===== src/rtl/ipu_prog_loader.sv =====
// ipu_prog_loader: framed byte stream -> little-endian 32-bit words on the IPU memory write port.
// Optional trailing XOR checksum byte when IPU_LOADER_CKSUM_EN is defined.
module ipu_prog_loader #(
  parameter int ADDR_W    = 5,
  parameter int BASE_ADDR = 0,
  parameter int MAX_WORDS = 32
) (
  input  logic              clk,
  input  logic              reset,
  input  logic [7:0]        in_data,
  input  logic              in_valid,
  output logic              in_ready,
  input  logic              load_start,
  output logic              mem_we,
  output logic [ADDR_W-1:0] mem_addr,
  output logic [31:0]       mem_wdata,
  output logic              cpu_hold,
  output logic              load_done,
  output logic              load_err,
  output logic [ADDR_W:0]   words_loaded
);
  typedef enum logic [2:0] {
    S_HDR_LO, S_HDR_HI, S_DATA, S_DONE, S_ERR
`ifdef IPU_LOADER_CKSUM_EN
    , S_CKSUM
`endif
  } state_t;
  state_t              r_state;
  logic [7:0]          r_cnt_lo;
  logic [ADDR_W:0]     r_n;
  logic [ADDR_W:0]     r_words;
  logic [1:0]          r_idx;
  logic [31:0]         r_asm;
  logic                r_mem_we;
  logic [ADDR_W-1:0]   r_mem_addr;
  logic [31:0]         r_mem_wdata;
  logic                r_cpu_hold;
  logic                r_load_done;
  logic                r_load_err;
  logic [15:0]         w_n;
  logic                w_last;
  assign w_n          = {in_data, r_cnt_lo};
  assign w_last       = (r_words + 1'b1) == r_n;
  assign in_ready     = reset && (r_state != S_DONE) && (r_state != S_ERR);
  assign mem_we       = r_mem_we;
  assign mem_addr     = r_mem_addr;
  assign mem_wdata    = r_mem_wdata;
  assign cpu_hold     = r_cpu_hold;
  assign load_done    = r_load_done;
  assign load_err     = r_load_err;
  assign words_loaded = r_words;
`ifdef IPU_LOADER_CKSUM_EN
  logic [7:0] r_ck;
  // running XOR of header and payload bytes, restarted by each new header
  always_ff @(posedge clk or negedge reset)
    if (!reset) r_ck <= '0;
    else if (r_state == S_HDR_LO && in_valid) r_ck <= in_data;
    else if ((r_state == S_HDR_HI || r_state == S_DATA) && in_valid) r_ck <= r_ck ^ in_data;
`endif
  // frame FSM with registered memory strobe and status outputs
  always_ff @(posedge clk or negedge reset)
    if (!reset) begin
      r_state     <= S_HDR_LO;
      r_cnt_lo    <= '0;
      r_n         <= '0;
      r_words     <= '0;
      r_idx       <= '0;
      r_asm       <= '0;
      r_mem_we    <= 1'b0;
      r_mem_addr  <= ADDR_W'(BASE_ADDR);
      r_mem_wdata <= '0;
      r_cpu_hold  <= 1'b1;
      r_load_done <= 1'b0;
      r_load_err  <= 1'b0;
    end else begin
      r_mem_we <= 1'b0;
      case (r_state)
        S_HDR_LO: if (in_valid) begin
          r_cnt_lo <= in_data;
          r_state  <= S_HDR_HI;
        end
        S_HDR_HI: if (in_valid) begin
          if (w_n == '0) begin
`ifdef IPU_LOADER_CKSUM_EN
            r_state <= S_CKSUM;
`else
            r_state     <= S_DONE;
            r_load_done <= 1'b1;
            r_cpu_hold  <= 1'b0;
`endif
          end else if (32'(w_n) > MAX_WORDS) begin
            r_state    <= S_ERR;
            r_load_err <= 1'b1;
          end else begin
            r_n     <= w_n[ADDR_W:0];
            r_state <= S_DATA;
          end
        end
        S_DATA: if (in_valid) begin
          r_asm[8*r_idx +: 8] <= in_data;
          r_idx <= r_idx + 2'd1;
          if (r_idx == 2'd3) begin
            r_mem_we    <= 1'b1;
            r_mem_wdata <= {in_data, r_asm[23:0]};
            r_mem_addr  <= ADDR_W'(BASE_ADDR) + r_words[ADDR_W-1:0];
            r_words     <= r_words + 1'b1;
            if (w_last) begin
`ifdef IPU_LOADER_CKSUM_EN
              r_state <= S_CKSUM;
`else
              r_state     <= S_DONE;
              r_load_done <= 1'b1;
              r_cpu_hold  <= 1'b0;
`endif
            end
          end
        end
`ifdef IPU_LOADER_CKSUM_EN
        S_CKSUM: if (in_valid) begin
          r_state     <= (in_data == r_ck) ? S_DONE : S_ERR;
          r_load_done <= in_data == r_ck;
          r_cpu_hold  <= in_data != r_ck;
          r_load_err  <= in_data != r_ck;
        end
`endif
        S_DONE, S_ERR: if (load_start) begin
          r_state     <= S_HDR_LO;
          r_cpu_hold  <= 1'b1;
          r_load_done <= 1'b0;
          r_load_err  <= 1'b0;
          r_words     <= '0;
          r_idx       <= '0;
          r_n         <= '0;
          r_asm       <= '0;
        end
        default: r_state <= S_HDR_LO;
      endcase
    end
endmodule

===== config.mk =====
export PLATFORM = sky130hd
export DESIGN_NAME = ipu_prog_loader
export DESIGN_NICKNAME = d
export VERILOG_FILES = /design/src/rtl/ipu_prog_loader.sv
export SDC_FILE = /design/constraint.sdc
export NUM_CORES = 1
export LEC_CHECK = 0
export ABC_AREA = 1
export ABC_CLOCK_PERIOD_IN_PS = 2020
export BUFFER_PORTS_ARGS = -buffer_cell sky130_fd_sc_hd__buf_2
export CORE_ASPECT_RATIO = 1.1
export CORE_MARGIN = 10
export CORE_UTILIZATION = 45
export CTS_BUF_LIST = sky130_fd_sc_hd__clkbuf_8 sky130_fd_sc_hd__clkbuf_16
export CTS_CLUSTER_SIZE = 40
export DETAILED_ROUTE_END_ITERATION = 10
export GPL_TIMING_DRIVEN = 0
export PLACE_DENSITY_LB_ADDON = 0.12
export RECOVER_POWER = 25
export SYNTH_ARGS = -nofsm -noshare
export SYNTH_HDL_FRONTEND = slang
export SYNTH_SLANG_ARGS = --single-unit

===== constraint.sdc =====
create_clock -name clk -period 2.02 [get_ports clk]
set_clock_uncertainty 0.2 [all_clocks]
set_input_delay 0.404 -clock clk [delete_from_list [all_inputs] [get_ports clk]]
set_output_delay 0.404 -clock clk [all_outputs]
set_load 0.01 [all_outputs]

# ---- Word level (Yosys, flattened, before mapping)
# Cells that the tools add are included.
dict set report totals {
  elab_cells 97
  output_inout_bits 48
  ff_bits 98
  input_bits 12
}
dict set report op_classes {
  mux 45
  n_eq_ne 18
  n_lt_le_gt_ge 1
  n_reduce_logical 16
  n_addsub 3
  shift 2
}
# operator count
set ops {}
lappend ops {{$mux 32} 2}
lappend ops {{$pmux 32 s2} 1}
lappend ops {{$mux 6} 6}
lappend ops {{$neg 5->34} 1}
lappend ops {{$shift 8x34->32 const A} 1}
lappend ops {{$shiftx 8x34->32} 1}
lappend ops {{$bwmux 32} 1}
lappend ops {{$mux 3} 8}
lappend ops {{$pmux 6 s2} 2}
lappend ops {{$ne 2x2->1 const B} 10}
lappend ops {{$mux 1} 18}
lappend ops {{$gt 16x6->1 const B} 1}
lappend ops {{$logic_not 16->1} 1}
lappend ops {{$pmux 3 s4} 1}
lappend ops {{$reduce_and 5->1} 2}
lappend ops {{$reduce_and 7->1} 1}
lappend ops {{$add 6x1->6 const B} 1}
lappend ops {{$eq 3x2->1 const B} 2}
lappend ops {{$eq 6x6->1} 1}
lappend ops {{$pmux 1 s3} 2}
lappend ops {{$reduce_and 3->1} 2}
lappend ops {{$reduce_and 6->1} 1}
lappend ops {{$mux 2} 2}
lappend ops {{$pmux 2 s2} 1}
lappend ops {{14 further kinds} 16}

# ---- Depth between registers and ports, before layout
dict set report logic_depth {
  ltp_word 6
  mapped_depth 14
  mapped_depth_nobuf 14
}

# ---- Least setup slack after synthesis
# Ideal clock, no wire load.
dict set report synth_timing {
  path_kind {register -> register}
  startpoint {register r_words[0] (netlist: words_loaded[0])}
  endpoint {register r_state[2]}
  path_slack_ps 194
  path_stages_with_launch 15
  path_buffers 0
  t_required_ps 1702
  synth_period_minus_slack_ps 1826
  setup_time_ps 118
  t_arrival_ps 1508
  path_cell_list {dfrtp_1 ha_1 inv_1 nand2_1 nand2_1 nand2_1 nand2_1 nor2_1 nand2_1 nor2_1 nand2_1 nand2_1 nand3_1 nand2_1 nand2_1}
}
dict set report synth_via {
  elab_chain_len 4
}
# item line_no
set synth_lines {}
lappend synth_lines {{start, declared} 31} ;# logic [ADDR_W:0] r_words;
lappend synth_lines {{start signal, assigned} 106} ;# r_words <= r_words + 1'b1;
lappend synth_lines {{$add 6x1->6} 43} ;# assign w_last = (r_words + 1'b1) == r_n;
lappend synth_lines {{$eq 6x6->1} 43}
lappend synth_lines {{$ne 2x2->1 (no line)} -}
lappend synth_lines {{$reduce_and 6->1 (no line)} -}
lappend synth_lines {{end signal, assigned} 63} ;# r_state <= S_HDR_LO;
lappend synth_lines {{end signal, assigned} 80} ;# r_state <= S_HDR_HI;
lappend synth_lines {{end signal, assigned} 87} ;# r_state <= S_DONE;
lappend synth_lines {{end, declared} 28} ;# state_t r_state;
# Every way passes these cells.
# A chain may end at the register's enable or synchronous reset.

# ---- Worst setup path after layout
dict set report layout_timing {
  startpoint {register r_state[2]}
  endpoint {output port in_ready}
}
dict set report layout_via {
  elab_chain_len 3
  word_cells_on_any_way 4
  classes_between {eq/ne: 2; reduce/logical: 2}
}
# item line_no
set layout_lines {}
lappend layout_lines {{$ne 3x2->1} 44} ;# assign in_ready = reset && (r_state != S_DONE) && (r_state != S_ERR);
lappend layout_lines {{$logic_and 1x1->1} 44}
lappend layout_lines {{$logic_and 1x1->1 *} 44}
lappend layout_lines {{end, declared} 12} ;# output logic in_ready,
# Every way passes the cells marked *; elsewhere a longest branch is shown, timed or not.

==> impl_metrics.toml <==
[synth]
synth_edf_count = 0
synth_warnings = 0
yosys_register_bits = 90
yosysSeqAreaShare_pct = 55.81
async_reset_ff_share_pct = 100.0
synth.area.top_cells = "dfrtp_1 (55%), nand2_1 (9.9%), o21ai_0 (7.1%)"
avgSynthCellArea_um2 = 8.933
synth_compound_area_share_pct = 12.12
synth_xor_area_share_pct = 0
syn_nets = 470
yosysUniqueCellTypes = 34
synth.mux.area_fraction_pct = 0
synth_area_um2 = 4038
synth_top_cell_area_share_pct = 55.16
synth_fa_ha_area_share_pct = 1.859
yosysTopAreaCell = "dfrtp_1"
synth_top_family_by_area = "simple AND/OR/NAND/NOR gates"
yosys.area_share.simple_pct = 22.31
synthCells = 452
synth_ff_type = "dfrtp_1"

[detailed_routing]
drt_iter0_markers = 122
ant_nets = 0
drcViolationCount = 0
first_pass_iters = 4
wire_per_inst_um = 15.13
drt-vias-per-instance = 4.977
route.vias.total = 3250
drt-total-wl_mm = 9.878

[timing]
timing.hold.ws_ns = 0.001380
maxSlewHeadroom_pct = 44.16
setup_violations = 0
rsz0062_at_grt = "true"
report.final.hold_viol_count = 0
min_period_ns = 1.916
slew_violations = 0
finalWorstSetupSlack_ns = 0.1036
min_period_over_period_pct = 94.87
max_freq_ghz = 0.5218
worstMarginPinSlew_ns = 0.8376

[place]
hpwl_mm = 7.176
port_buffers = 59
placed_area_um2 = 4506
place_congestion = 0.7843
place_ws_ns = -0.2257

[clocking]
cts_root_buf = "clkbuf_8"
clock_path_buffers = 2
path_clk_slew_ns = 0.09
ctsHoldBuffers = 3
htree_levels = 3
clock_sink_count = 90
numCtsBuffers = 9
cts_tree = "done"
clk_latency_ns = 0.35

[grt]
grt_pass1_vias = 3270
grt-ovfl-total = 0
grt_pass1_wl_mm = 16.21
grt_usage_pct = 15.40
antenna_found_initial = 0
grt_max_degree = 54

[critical_path]
path_cells = "nand3b_1, nand2_4, nor2_1, buf_2"
critical_path_arrival_ns = 1.31
slowest_delay_ns = 0.45
slowest_stage = "dfrtp_1"
cp_max_fo = 7
cp-end-kind = "output port"
startpoint_type = "register"
worstSetupPathType = "reg -> out"
crit_required_ns = 1.42

[pwr]
power_uw = 5251
p_per_area_nw_per_um2 = 1072
leakagePower_uw = 0.002445
irDropWorstVdd_mv = 0.4172

[die]
start_util_pct = 45.73
die_area_um2 = 13170
die_w_um = 110.3
die_y_um = 119.3
coreArea_um2 = 8828
rows = 36
ios = 60

[job]
maxCapViolCount = 0

[layout]
final_cell_mix = "nand2_1 (102), dfrtp_1 (86), buf_2 (65), o21ai_0 (56), inv_1 (53)"
antenna_cells = 0
area_growth_pct = 21.29
fin_nets = 552
layout_commonest_cell = "nand2_1"
utilization_pct = 55.47
drive_gt1_share_pct = 25.97
fin_area_um2 = 4897

[worst_hold_path]
hold_class = "in -> async"

[status]
status = "finished, final reports clean"
==> final timing paths <==
check,startpoint,endpoint,slack [ns],depth (start not counted)
worst max-delay path,r_state[2]$_DFFE_PN0P_,in_ready,0.10,4
min in group clk,in_data[0],r_asm[0]$_DFFE_PN0P_,0.12,3
worst max register to register,r_state[2]$_DFFE_PN0P_,r_asm[7]$_DFFE_PN0P_,0.14,11
worst min-delay path,reset,mem_addr[4]$_DFFE_PN0P_,0.001,2
max in group asynchronous,reset,r_asm[19]$_DFFE_PN0P_,0.19,4
worst min register to register,cpu_hold$_DFFE_PN1P_,cpu_hold$_DFFE_PN1P_,0.27,2
==> timing repair <==
item	in CTS	in global routing
endpoints found under the hold margin	38	51
pin swaps	0	15
gates resized for setup	9	24
setup endpoints to repair	25	77
setup buffers	2	7
==> synthesized netlist by cell type (2+ instances only) <==
| cell type | number |
|---|---|
| a21oi_2 | 2 |
| buf_2 | 5 |
| buf_4 | 2 |
| buf_6 | 2 |
| clkbuf_1 | 5 |
| dfrtp_1 | 89 |
| ha_1 | 6 |
| inv_1 | 56 |
| inv_2 | 5 |
| nand2_1 | 107 |
| nand3_1 | 36 |
| nand4_1 | 8 |
| nor2_1 | 17 |
| nor2_2 | 3 |
| nor2_4 | 2 |
| nor2_8 | 3 |
| nor3_1 | 10 |
| o21ai_0 | 57 |
| o21ai_1 | 14 |
| o22ai_1 | 3 |
| o31ai_1 | 4 |
| o32ai_1 | 4 |
==> critical path, delay by kind of cell (launching register included) <==
family	cells	cell delay, ns
DFF	1	0.45
buffers and inverters	1	0.13
and+or+nand+nor	3	0.38
==> routing by layer <==
layer  routed length (um)  part of all wire [%]  vias up  GRT usage, %
li1                     -                     -     1637             -
met2                 4943                    50       65         25.48
met5                    0                     0        -             0
met3                  422                   4.3       13         3.883
met4                  125                   1.3        0         4.180
met1                 4386                    44     1535         19.37
==> per-stage QoR <==
stage	setup TNS [ns]	std cells
5_1_grt	-0.1088	653
3_5_place_dp	-2.326	626
6_report	0	653
4_1_cts	0	646
3_3_place_gp	-46.39	625
2_1_floorplan	0	452
==> power breakdown <==
| part | switching, uW | internal, uW |
|---|---|---|
| Combinational | 1020 | 575 |
| Sequential | 220 | 2190 |
| Clock | 640 | 610 |
==> area by class of cell <==
type                    instances  area [um2]
clock buffers                  10       137.6
well taps                     114       142.6
fillers                       843        3931
plain buffers                  13       81.33
repair buffers                 72       424.2
multi-input cells             286        1549
flip-flops and latches         90        2257
clock inverters                 6       67.56
inverters                      62       237.7
==> logic make-up (layout without fill, tap and decap cells) <==
| family | count (synthesis) | count (layout) |
|---|---|---|
| buffers and inverters | 76 | 163 |
| adders and majority gates | 6 | 6 |
| AOI/OAI and AO/OA | 88 | 88 |
| DFF | 90 | 90 |
| and+or+nand+nor | 192 | 192 |
==> flip-flops by register name, indices dropped and copies added (netlist names) <==
name,flops
mem_we,1
load_done,1
words_loaded,6
mem_addr,5
load_err,1
mem_wdata,32
r_asm,24
r_idx,2
r_n,6
cpu_hold,1
r_cnt_lo,8
r_state,3
(Power assumes the default switching activity.)
